File: src/rtl/mem_port_arbiter.sv
// mem_port_arbiter: shares one single-port synchronous RAM between instruction
// fetch (read-only) and the MEM stage (load/store). MEM has priority, and an
// aging counter makes sure a starved fetch eventually wins.
//
// Handshake: a requester raises req with its operands and holds them until its
// valid pulse. gnt is a combinational, single-cycle acknowledgement that is only
// ever issued in IDLE. The operands are latched on the clock edge that ends the
// grant cycle. valid is a one-cycle pulse in RESP. req is ignored outside IDLE,
// so a requester may drop or renew req on the edge that ends its valid cycle.
module mem_port_arbiter #(
  parameter int size         = 32,
  parameter int WAIT_STATES  = 0,
  parameter int STARVE_LIMIT = 3
) (
  input  logic            clk,
  input  logic            reset,
  input  logic            if_req_i,
  input  logic [size-1:0] if_addr_i,
  output logic            if_gnt_o,
  output logic            if_valid_o,
  output logic [size-1:0] if_rdata_o,
  input  logic            mem_req_i,
  input  logic            mem_we_i,
  input  logic [size-1:0] mem_addr_i,
  input  logic [size-1:0] mem_wdata_i,
  input  logic [2:0]      mem_ctrl_i,
  output logic            mem_gnt_o,
  output logic            mem_valid_o,
  output logic [size-1:0] mem_rdata_o,
  output logic            ram_en_o,
  output logic            ram_rw_o,
  output logic [size-1:0] ram_addr_o,
  output logic [size-1:0] ram_wdata_o,
  output logic [2:0]      ram_ctrl_o,
  input  logic [size-1:0] ram_rdata_i,
  output logic [1:0]      dbg_state_o
);

  typedef enum logic [1:0] {
    IDLE = 2'd0,
    BUSY = 2'd1,
    RESP = 2'd2
  } state_t;

  // A zero limit or zero wait states still needs a one-bit counter.
  localparam int CNT_W  = (STARVE_LIMIT > 0) ? $clog2(STARVE_LIMIT + 1) : 1;
  localparam int WCNT_W = (WAIT_STATES > 0) ? $clog2(WAIT_STATES + 1) : 1;
  localparam logic [CNT_W-1:0]  AGE_MAX   = CNT_W'(STARVE_LIMIT);
  localparam logic [WCNT_W-1:0] WCNT_LAST = WCNT_W'(WAIT_STATES);
  localparam logic [2:0]        CTRL_WORD = 3'b010;

  state_t            state_q, state_d;
  logic              owner_if_q;
  logic              we_q;
  logic [CNT_W-1:0]  age_q;
  logic [WCNT_W-1:0] wcnt_q;
  logic [size-1:0]   addr_q, wdata_q;
  logic [2:0]        ctrl_q;
  logic [size-1:0]   if_rdata_q, mem_rdata_q;
  logic              grant_if, grant_mem, busy_last;

  // Arbitration in IDLE and next-state selection.
  always_comb begin
    grant_if  = 1'b0;
    grant_mem = 1'b0;
    state_d   = state_q;
    busy_last = (wcnt_q == WCNT_LAST);
    case (state_q)
      IDLE: begin
        if (if_req_i && mem_req_i) begin
          if ((STARVE_LIMIT != 0) && (age_q == AGE_MAX)) grant_if = 1'b1;
          else                                           grant_mem = 1'b1;
        end else if (if_req_i) begin
          grant_if = 1'b1;
        end else if (mem_req_i) begin
          grant_mem = 1'b1;
        end
        if (grant_if || grant_mem) state_d = BUSY;
      end
      BUSY:    if (busy_last) state_d = RESP;
      RESP:    state_d = IDLE;
      default: state_d = IDLE;
    endcase
  end

  // State register.
  always_ff @(posedge clk) begin
    if (reset) state_q <= IDLE;
    else       state_q <= state_d;
  end

  // Latch the winner's operands on the grant edge; they stay put until the next grant.
  always_ff @(posedge clk) begin
    if (reset) begin
      owner_if_q <= 1'b0;
      we_q       <= 1'b0;
      addr_q     <= '0;
      wdata_q    <= '0;
      ctrl_q     <= '0;
    end else if (grant_if) begin
      owner_if_q <= 1'b1;
      we_q       <= 1'b0;
      addr_q     <= if_addr_i;
      ctrl_q     <= CTRL_WORD;
    end else if (grant_mem) begin
      owner_if_q <= 1'b0;
      we_q       <= mem_we_i;
      addr_q     <= mem_addr_i;
      wdata_q    <= mem_wdata_i;
      ctrl_q     <= mem_ctrl_i;
    end
  end

  // Wait-state counter: counts 0..WAIT_STATES while BUSY, idles at zero otherwise.
  always_ff @(posedge clk) begin
    if (reset)                 wcnt_q <= '0;
    else if (state_q == BUSY)  wcnt_q <= busy_last ? '0 : wcnt_q + WCNT_W'(1);
    else                       wcnt_q <= '0;
  end

  // Aging: count fetch losses to MEM, saturating; any fetch grant clears it.
  always_ff @(posedge clk) begin
    if (reset)                                              age_q <= '0;
    else if (grant_if)                                      age_q <= '0;
    else if (grant_mem && if_req_i && (age_q != AGE_MAX))   age_q <= age_q + CNT_W'(1);
  end

  // Capture read data in the last BUSY cycle into the owner's register; stores leave it alone.
  always_ff @(posedge clk) begin
    if (reset) begin
      if_rdata_q  <= '0;
      mem_rdata_q <= '0;
    end else if ((state_q == BUSY) && busy_last && !we_q) begin
      if (owner_if_q) if_rdata_q  <= ram_rdata_i;
      else            mem_rdata_q <= ram_rdata_i;
    end
  end

  assign if_gnt_o    = grant_if;
  assign mem_gnt_o   = grant_mem;
  assign ram_en_o    = (state_q == BUSY);
  assign ram_rw_o    = (state_q == BUSY) && we_q;
  assign ram_addr_o  = addr_q;
  assign ram_wdata_o = wdata_q;
  assign ram_ctrl_o  = ctrl_q;
  assign if_valid_o  = (state_q == RESP) && owner_if_q;
  assign mem_valid_o = (state_q == RESP) && !owner_if_q;
  assign if_rdata_o  = if_rdata_q;
  assign mem_rdata_o = mem_rdata_q;
  assign dbg_state_o = state_q;

endmodule

File: config.mk
export PLATFORM = sky130hd
export DESIGN_NAME = mem_port_arbiter
export DESIGN_NICKNAME = d
export VERILOG_FILES = /design/src/rtl/mem_port_arbiter.sv
export SDC_FILE = /design/constraint.sdc
export NUM_CORES = 1
export LEC_CHECK = 0
export ABC_AREA = 1
export BUFFER_PORTS_ARGS = -buffer_cell sky130_fd_sc_hd__buf_2
export CAP_MARGIN = 20
export CORE_MARGIN = 1
export CORE_UTILIZATION = 47
export CTS_BUF_LIST = sky130_fd_sc_hd__clkbuf_4 sky130_fd_sc_hd__clkbuf_8 sky130_fd_sc_hd__clkbuf_16
export DETAILED_ROUTE_END_ITERATION = 6
export GPL_ROUTABILITY_DRIVEN = 0
export HOLD_SLACK_MARGIN = 0.12
export PLACE_DENSITY = 0.81
export SLEW_MARGIN = 10
export SYNTH_ARGS = -nofsm -noshare
export SYNTH_HDL_FRONTEND = slang
export SYNTH_SLANG_ARGS = --single-unit
export TNS_END_PERCENT = 20
File: constraint.sdc
create_clock -name clk -period 1.5 [get_ports clk]
set_input_delay 0.3 -clock clk [delete_from_list [all_inputs] [get_ports clk]]
set_output_delay 0.3 -clock clk [all_outputs]
set_load 0.1 [all_outputs]
### Word-level counts from Yosys, hierarchy flattened

Cells that the tools add are included.

| word-level totals | value |
|---|---|
| flip-flop bits (word level) | 138 |
| bits in latches | 0 |
| memory bits (writable) | 0 |
| memory bits (read-only) | 0 |
| bits of input ports | 136 |
| output and inout port bits | 139 |
| word-level logic and storage cells | 62 |
| memories kept | 0 |

| cells by class | value |
|---|---|
| $add $sub $neg | 2 |
| multipliers | 0 |
| divide/modulo/power cells | 0 |
| magnitude comparators | 0 |
| equality and inequality tests | 6 |
| shifts and indexed selects | 0 |
| multiplexer cells | 20 |
| bitwise gates (word level) | 4 |
| reductions and logical operators | 19 |

Operators with widths:

| cell | number |
|---|---|
| 32-bit 2-to-1 mux | 2 |
| 1-bit 2-to-1 mux | 13 |
| 1-bit logical AND | 8 |
| 2-bit 2-to-1 mux | 4 |
| 2-bit AND reduction | 4 |
| 2-bit != test, second input constant | 3 |
| 2-bit == test, second input constant | 2 |
| 1-bit inverter | 4 |
| 2-bit one-hot mux with 2 select lines | 1 |
| 3-bit OR reduction | 1 |
| 2-bit by 1-bit adder with 2-bit output, second input constant | 1 |
| 2-bit by 1-bit == test with 1-bit output, second input constant | 1 |
| 1-bit zero test | 2 |
| 2-bit zero test | 1 |
| 2-bit nonzero test | 1 |
| 2-bit OR reduction | 1 |
| 1-bit adder, second input constant | 1 |
| 1-bit logical OR | 1 |

### Depth between registers and ports, before layout

Gate-level depths: netlist (run 1).

| logic depth | value |
|---|---|
| depth after elaboration | 7 |
| gate-level depth with buffers | 10 |
| mapped depth without buffers | 9 |

### Worst setup path before layout (run 1)

No wires, ideal clock.

| timing path | value |
|---|---|
| path kind | register -> output |
| start point | register state_q[1], in the netlist dbg_state_o[1] |
| end point | output if_valid_o |
| arrival | 3250 ps |
| path slack | -2050 ps |
| cell stages (with the launch flop) | 3 |
| path through | dfxtp_1 > inv_1 > nor3_1 |

| on the way | value |
|---|---|
| cells in the longest elaborated chain, start to end | 2 |

Ends and longest elaborated chain:

| what | RTL line | text |
|---|---|---|
| start: declaration | 52 | `state_t state_q, state_d;` |
| start signal: assignment | 89 | `else state_q <= state_d;` |
| 2-bit == test | 146 | `assign if_valid_o = (state_q == RESP) && owner_if_q;` |
| 1-bit logical AND | 146 |  |
| end: declaration | 20 | `output logic if_valid_o,` |

No other way between the ends.

### Worst setup path after layout (run 1)

| timing path | value |
|---|---|
| start point | register state_q[1], in the netlist dbg_state_o[1] |
| end point | output mem_gnt_o |

| on the way | value |
|---|---|
| cells in the longest elaborated chain, start to end | 2 |

Ends and longest elaborated chain:

| what | RTL line | text |
|---|---|---|
| 2-bit zero test | 68 | `case (state_q)` |
| 1-bit 2-to-1 mux | 68 |  |
| end: declaration | 27 | `output logic mem_gnt_o,` |

No other way between the ends.

==> results by group, run 1 <==
Clocking
  • Htree depth: 4
  • Clock Latency Late Sink: between 0.4 and 0.5 ns
  • TritonCTS clock tree: done
  • Clk pin slew, worst setup/hold paths: around 0.060 ns
  • Maximum clock path buffer count: 2
  • CTS Buf Count: 17
  • Clock root buffer: clkbuf_16
  • Clock Sinks: 138

Flow run
  • Max_cap viols: 0

STA
  • RSZ-0062 raised after global routing: yes
  • Min cycle time layout: between 1.5 and 2 ns
  • Clock skew: around 0.0075 ns
  • Final setup viols: 40
  • Final worst slack: -0.155 ns
  • Crit share post-route: 110%
  • Max Freq: just over 600 MHz
  • Slew Limit Fails: 0
  • Hold Vio Cnt, Final: 0

Setup path
  • Worst-path fanout max: 4
  • CP Buf/Inv Count: 1
  • Crit path launch: dbg_state_o[1]$_SDFFE_PP0P_
  • Worst path arrival time: 1.35 ns
  • Critical path class: flop to output port
  • Worst Path Required: 1.20 ns
  • Reg2Reg Launch Point: age_q[0]$_SDFFE_PP0P_
  • Crit path depth: 4
  • CP peak stage delay: ~0.35 ns
  • Reg2reg end: ram_addr_o[12]$_SDFFE_PP0P_
  • Cells on worst reg2reg path: 9
  • Reg2reg setup slack: -0.09 ns
  • Top delay family on crit path: simple AND/OR/NAND/NOR gates
  • Slowest CP cell: dfxtp_4
  • Crit path cell chain: nor2_4, nand2_2, nor2_8, buf_12
  • Critical Path Sink: mem_gnt_o
  • Worst setup SP type: flop
  • Crit end category: output port

Power
  • Sw Ratio: around 38%
  • Sequential power share: between 30% and 40%
  • Net switching power: approximately 4.6 mW
  • Worst vdd ir: 0.00101 V
  • Design Power: 12.3 mW
  • Comb pwr share: a little under a third
  • Clock network fraction of design power: between 30% and 40%
  • Lkg Pwr: between 4 and 5 nW
  • Power density over cell area: between 1000 and 1500 mW/mm^2
  • Internal power: between 7 and 8 mW

GRT
  • Largest net degree at the start of global routing: 65
  • Initial antenna violation count: 1
  • GRT overflow: 0
  • Number of global-route vias before repair: roughly 5.8k
  • All-layer global routing usage: 26.2%
  • First-pass GRT wire length: 26700 um

Synthesis
  • Syn. warnings: 0
  • Syn_area_per_cell: 6.70 um^2
  • Synth Area in XOR/XNOR: 0%
  • Register area share after synthesis: a little under half
  • Mapped Area: ~0.006 mm^2
  • Synth top area share: a little under half
  • Library cells used by synthesis: 24
  • Synth top area cells: dfxtp_1, nor2_1, nand2_1
  • Flops & latches, synth: roughly 140
  • Post-synthesis mux area share: 0%
  • Post-synthesis adder-cell area fraction: 0.426%
  • Syn Nets: around 1k
  • Largest family of logic cells by synthesized area: simple AND/OR/NAND/NOR gates
  • Post-synthesis simple-gate area fraction: 35.4%
  • Post-synthesis compound-gate area fraction: just under 6%
  • Cell taking the most area after synthesis: dfxtp_1
  • Cell count after synthesis: 878

Outcome
  • Failing checks: setup timing
  • Outcome: complete, but fails checks

Layout
  • Layout fillers: about 940
  • Finished Layout Cells: between 1k and 1.5k
  • Syn-to-layout area delta: 53.1%
  • FF+latch area: about 0.0028 mm^2
  • NumNets Final: 1327
  • Diodes inserted: 0
  • Final Core Density: 74.3%
  • Area of the multi-input gates: approximately 0.0025 mm^2
  • Most frequent cells in the layout: nor2_1, nand2_1, buf_2
  • Final instance area: about 0.009 mm^2
  • Share of layout cells above drive strength 1: between 30% and 40%
  • Commonest non-fill, non-tap cell in the layout: nor2_1

Placement
  • Inst Count DP: roughly 1.3k
  • Final HPWL DP: 11300 um
  • Port-buffer cells: around 270
  • Area post-placement: between 0.007 and 0.008 mm^2

Route
  • DRC viols: 0
  • DRT iter0 DRCs: ~440
  • Drt first pass iters: 4
  • WL/cell: around 12 um
  • Remaining antenna violation count after routing: 0
  • Final WL: approximately 17000 um
  • Vias per std cell: around 4.5
  • Via count: slightly above 6k

Die
  • Die Y: roughly 110 um
  • Die ar.: 0.0130 mm^2
  • Row cnt: 40
  • I/O pins: ~280
  • Die X: about 110 um
  • Initial Utilization: 48.5%
  • Core area: approximately 0.012 mm^2

Worst hold path
  • Worst Hold Class: primary input to flop
==> cell families (layout without fill, tap and decap cells) <==
family	count (synthesis)	after routing
flip-flops	138	138
AND/OR/NAND/NOR	515	515
adder cells (fa/ha/maj)	2	2
buffers and inverters	153	477
other	1	1
AO/OA/AOI/OAI	69	69
==> cell usage after synthesis (all sizes together) <==
cell type and n:
nand4 2, nand2 208, conb 1, nor2 290, inv 107, nand3 11
a21oi 5, buf 22, dfxtp 138, ha 2, clkbuf 23, nor3 4
o21ai 64, clkinv 1
==> metrics by stage <==
| step | TNS [ns] | setup slack (ns) | hold slack [ns] |
|---|---|---|---|
| 6_report | -1.73 | -0.155 | 0.121 |
| 3_5_place_dp | -0.437 | -0.0388 | 0.429 |
| 3_3_place_gp | 0 | 0.0443 | 0.430 |
| 2_1_floorplan | -42.39 | -0.689 | 0.359 |
| 4_1_cts | -1.75 | -0.169 | 0.121 |
| 5_1_grt | -6.32 | -0.205 | 0.124 |
==> worst min path at each step <==
stage	slack [ns]	cells after the start	from	to
3_5_place_dp	0.43	1	wcnt_q$_SDFF_PP0_	dbg_state_o[1]$_SDFFE_PP0P_
4_1_cts	0.12	3	mem_wdata_i[12]	ram_wdata_o[12]$_SDFFE_PP0P_
3_3_place_gp	0.43	1	wcnt_q$_SDFF_PP0_	dbg_state_o[1]$_SDFFE_PP0P_
6_report	0.12	3	mem_wdata_i[12]	ram_wdata_o[12]$_SDFFE_PP0P_
2_1_floorplan	0.36	1	reset	dbg_state_o[0]$_SDFFE_PP0P_
5_1_grt	0.12	3	mem_ctrl_i[2]	ram_ctrl_o[2]$_SDFFE_PP0P_
==> sequential cells by signal, summed over array words and instances, names as in the netlist <==
| name | cells |
|---|---|
| age_q | 2 |
| dbg_state_o | 2 |
| if_rdata_o | 32 |
| mem_rdata_o | 32 |
| owner_if_q | 1 |
| ram_addr_o | 32 |
| ram_ctrl_o | 3 |
| ram_wdata_o | 32 |
| wcnt_q | 1 |
| we_q | 1 |
==> what timing repair did <==
action,CTS,global route
gates resized for setup,44,119
hold endpoints to repair,35,0
pin swaps,6,2
buffers inserted,10,1
endpoints found under the setup margin,63,160
cloned,1,0
hold buffers,26,0
==> layer usage <==
metal / vias to the layer above / routed length, um / track usage [%] / share of wire [%]
li1: 3220 / - / - / -
met1: 2736 / 6770 / 28.7 / 40
met2: 206 / 8490 / 45.6 / 50
met3: 52 / 1090 / 8.40 / 6.4
met4: 2 / 659 / 13.6 / 3.9
met5: - / 13 / 0 / 0.076
==> cell type report <==
cell class	count	share of cell area, %
repair inverters	1	0.0973
clock buffers	20	5.19
clock inverters	12	1.63
inverters	108	4.74
repair buffers	336	27.4
multi-input cells	587	27.8
well taps	168	2.34
flip-flops and latches	138	30.8
==> power groups by stage <==
stage,Sequential [mW],Clock (mW),Combinational (mW)
floorplan,6.14,0,0.856
global placement,4.16,0,3.57
detailed placement,4.17,0,3.60
CTS,4.10,4.34,3.76
global route,4.14,4.53,4.07
finish,4.11,4.29,3.87
==> worst reg2reg max path: cells and delay by family (launching register included) <==
kind	cells	cell delay, ns
fa+ha+maj	1	0.20
flops	1	0.33
buf+inv	3	0.42
simple gates	4	0.33
compound gates	1	0.20
Power figures use the tool's default switching activity.
==> run 2: changes to the inputs <==
- CORE_UTILIZATION: 47 -> 42
- PLACE_DENSITY: 0.81 -> 0.76
- clock period: 1.5 -> 1.34 ns (I/O delays scaled with it)
==> run 2 against run 1 <==
The run still ends with setup timing left; clock skew down 0.0030 ns; largest cell class is now non-clock buffers; flip-flop and latch count unchanged; power up 22%; critical path depth up 2; worst setup slack lost 0.21 ns; non-clock buffer count is 55 higher; utilization is 5.9 points higher; register-to-register slack worse by 0.27 ns; final cell count up 4.8%.
==> results by group, run 2 (same netlist as run 1, synthesis figures left out) <==
STA
  • Slew Limit Fails: 0
  • Max Freq: 586 MHz
  • Crit share post-route: 127%
  • Final worst slack: -0.367 ns
  • Hold Vio Cnt, Final: 0
  • Clock skew: around 0.0045 ns
  • RSZ-0062 raised after global routing: yes
  • Min cycle time layout: around 1.7 ns
  • Final setup viols: between 100 and 150

Setup path
  • Reg2Reg Launch Point: dbg_state_o[1]$_SDFFE_PP0P_
  • Critical path class: flop to output port
  • Worst-path fanout max: 3
  • Crit path launch: age_q[1]$_SDFFE_PP0P_
  • Worst setup SP type: flop
  • Worst Path Required: 1.07 ns
  • Worst path arrival time: around 1.4 ns
  • Crit end category: output port

Die
  • Die X: approximately 120 um
  • Row cnt: 42
  • Die Y: approximately 120 um
  • Die ar.: around 0.014 mm^2
  • Initial Utilization: between 40 and 50%
  • Core area: ~0.013 mm^2
  • I/O pins: between 200 and 300

Clocking
  • TritonCTS clock tree: done
  • Clock Latency Late Sink: 0.41 ns
  • Htree depth: 4
  • Maximum clock path buffer count: 2
  • CTS Buf Count: 17
  • Clock Sinks: 138
  • Clock root buffer: clkbuf_16
  • Clk pin slew, worst setup/hold paths: about 0.06 ns

Layout
  • Most frequent cells in the layout: nor2_1, nand2_1, buf_2
  • Syn-to-layout area delta: 83.5%
  • Finished Layout Cells: ~1.4k
  • NumNets Final: roughly 1.4k
  • Final Core Density: 80.2%
  • Commonest non-fill, non-tap cell in the layout: nor2_1
  • Share of layout cells above drive strength 1: 34.1%
  • Layout fillers: 792

GRT
  • Initial antenna violation count: 3
  • GRT overflow: 0
  • First-pass GRT wire length: 31300 um
  • All-layer global routing usage: between 20% and 30%
  • Number of global-route vias before repair: ~6.7k
  • Largest net degree at the start of global routing: between 60 and 70

Outcome
  • Outcome: complete, but fails checks
  • Failing checks: setup timing

Route
  • WL/cell: 15.6 um
  • Vias per std cell: 4.83
  • DRC viols: 0
  • Drt first pass iters: 5
  • Final WL: 22400 um
  • Via count: a little under 7k
  • Top Metal Used: met4
  • Routed length on met1: a little under 8000 um
  • DRT iter0 DRCs: roughly 360
  • Remaining antenna violation count after routing: 0
  • Routed length on met2: approximately 11000 um
  • Routed wl met3: 1610 um

Placement
  • Port-buffer cells: between 200 and 300
  • Final HPWL DP: about 12000 um
  • Inst Count DP: approximately 1.3k

Flow run
  • Max_cap viols: 0

Worst hold path
  • Worst Hold Class: primary input to flop
  • Hold Startpoint: mem_wdata_i[15]

Power
  • Worst vdd ir: 0.00166 V
  • Design Power: ~15 mW
  • Lkg Pwr: roughly 5.5 nW
  • Power density over cell area: 1380 mW/mm^2
-- run 2: cell count changes in the layout (fill, tap and decap cells not counted), moves of 9 or more --
cell           previous run  this run
buf_2                   154       135
buf_6                     6        61
o21ai_2                   1        14
o21ai_0                  32         9
clkbuf_4                 84         1
buf_12                   19        75
o21ai_1                  31        40
dlygate4sd3_1            26        61
-- run 2: per-stage QoR --
stage	hold slack (ns)	worst slack, ns	TNS, ns	area (um^2)
after floorplan	0.327	-0.817	-62.91	5930
after global placement	0.433	-0.101	-4.50	8600
after CTS	0.120	-0.347	-15.45	10200
after detailed placement	0.452	-0.175	-7.72	8600
after global routing	0.121	-0.436	-36.43	10800
final	0.120	-0.367	-26.15	10800
-- run 2: layout make-up --
cell class	instances	area (um^2)	area share (%)
sequential	138	2780	25.8
multi-input combinational	588	2660	24.7
timing repair buffer	391	4080	37.8
inverter	108	419	3.88
clock buffer	19	447	4.14
clock inverter	13	175	1.62
antenna	3	7.51	0.0696
tap	176	220	2.04
-- run 2: per-layer routing --
metal,global-route usage [%],vias up
met1,28.0,3148
met4,15.7,0
li1,-,3339
met3,8.21,107
met5,0,-
met2,49.7,347
-- run 2: where the power goes --
part | total (mW) | switching, mW | internal [mW]
clock network | 4.95 | 1.78 | 3.16
registers | 4.72 | 0.288 | 4.43
logic | 5.27 | 3.51 | 1.76
total | 14.9 | 5.58 | 9.35
-- run 2: path summary, 6_finish.rpt --
| kind | endpoint | slack (ns) | cells past startpoint |
|---|---|---|---|
| max reg2reg | ram_wdata_o[23]$_SDFFE_PP0P_ | -0.36 | 10 |
| min reg2reg | we_q$_SDFFE_PP0P_ | 0.47 | 2 |
| min | ram_wdata_o[15]$_SDFFE_PP0P_ | 0.12 | 3 |
| max | mem_gnt_o | -0.37 | 6 |
-- run 2: repair_timing --
action / CTS / global route
gates resized for setup: 108 / 142
hold endpoints to repair: 88 / 2
setup endpoints to repair: 175 / 190
pin swaps: 9 / 4
buffers inserted: 10 / 4
cloned: 0 / 11
hold buffers: 59 / 2
-- run 2: worst max-delay path: stages, from the launching register on --
cell	delay (ns)
dfxtp_4	0.36
ha_4	0.16
nand2_4	0.05
inv_2	0.06
nor2_8	0.11
buf_12	0.12
buf_16	0.16
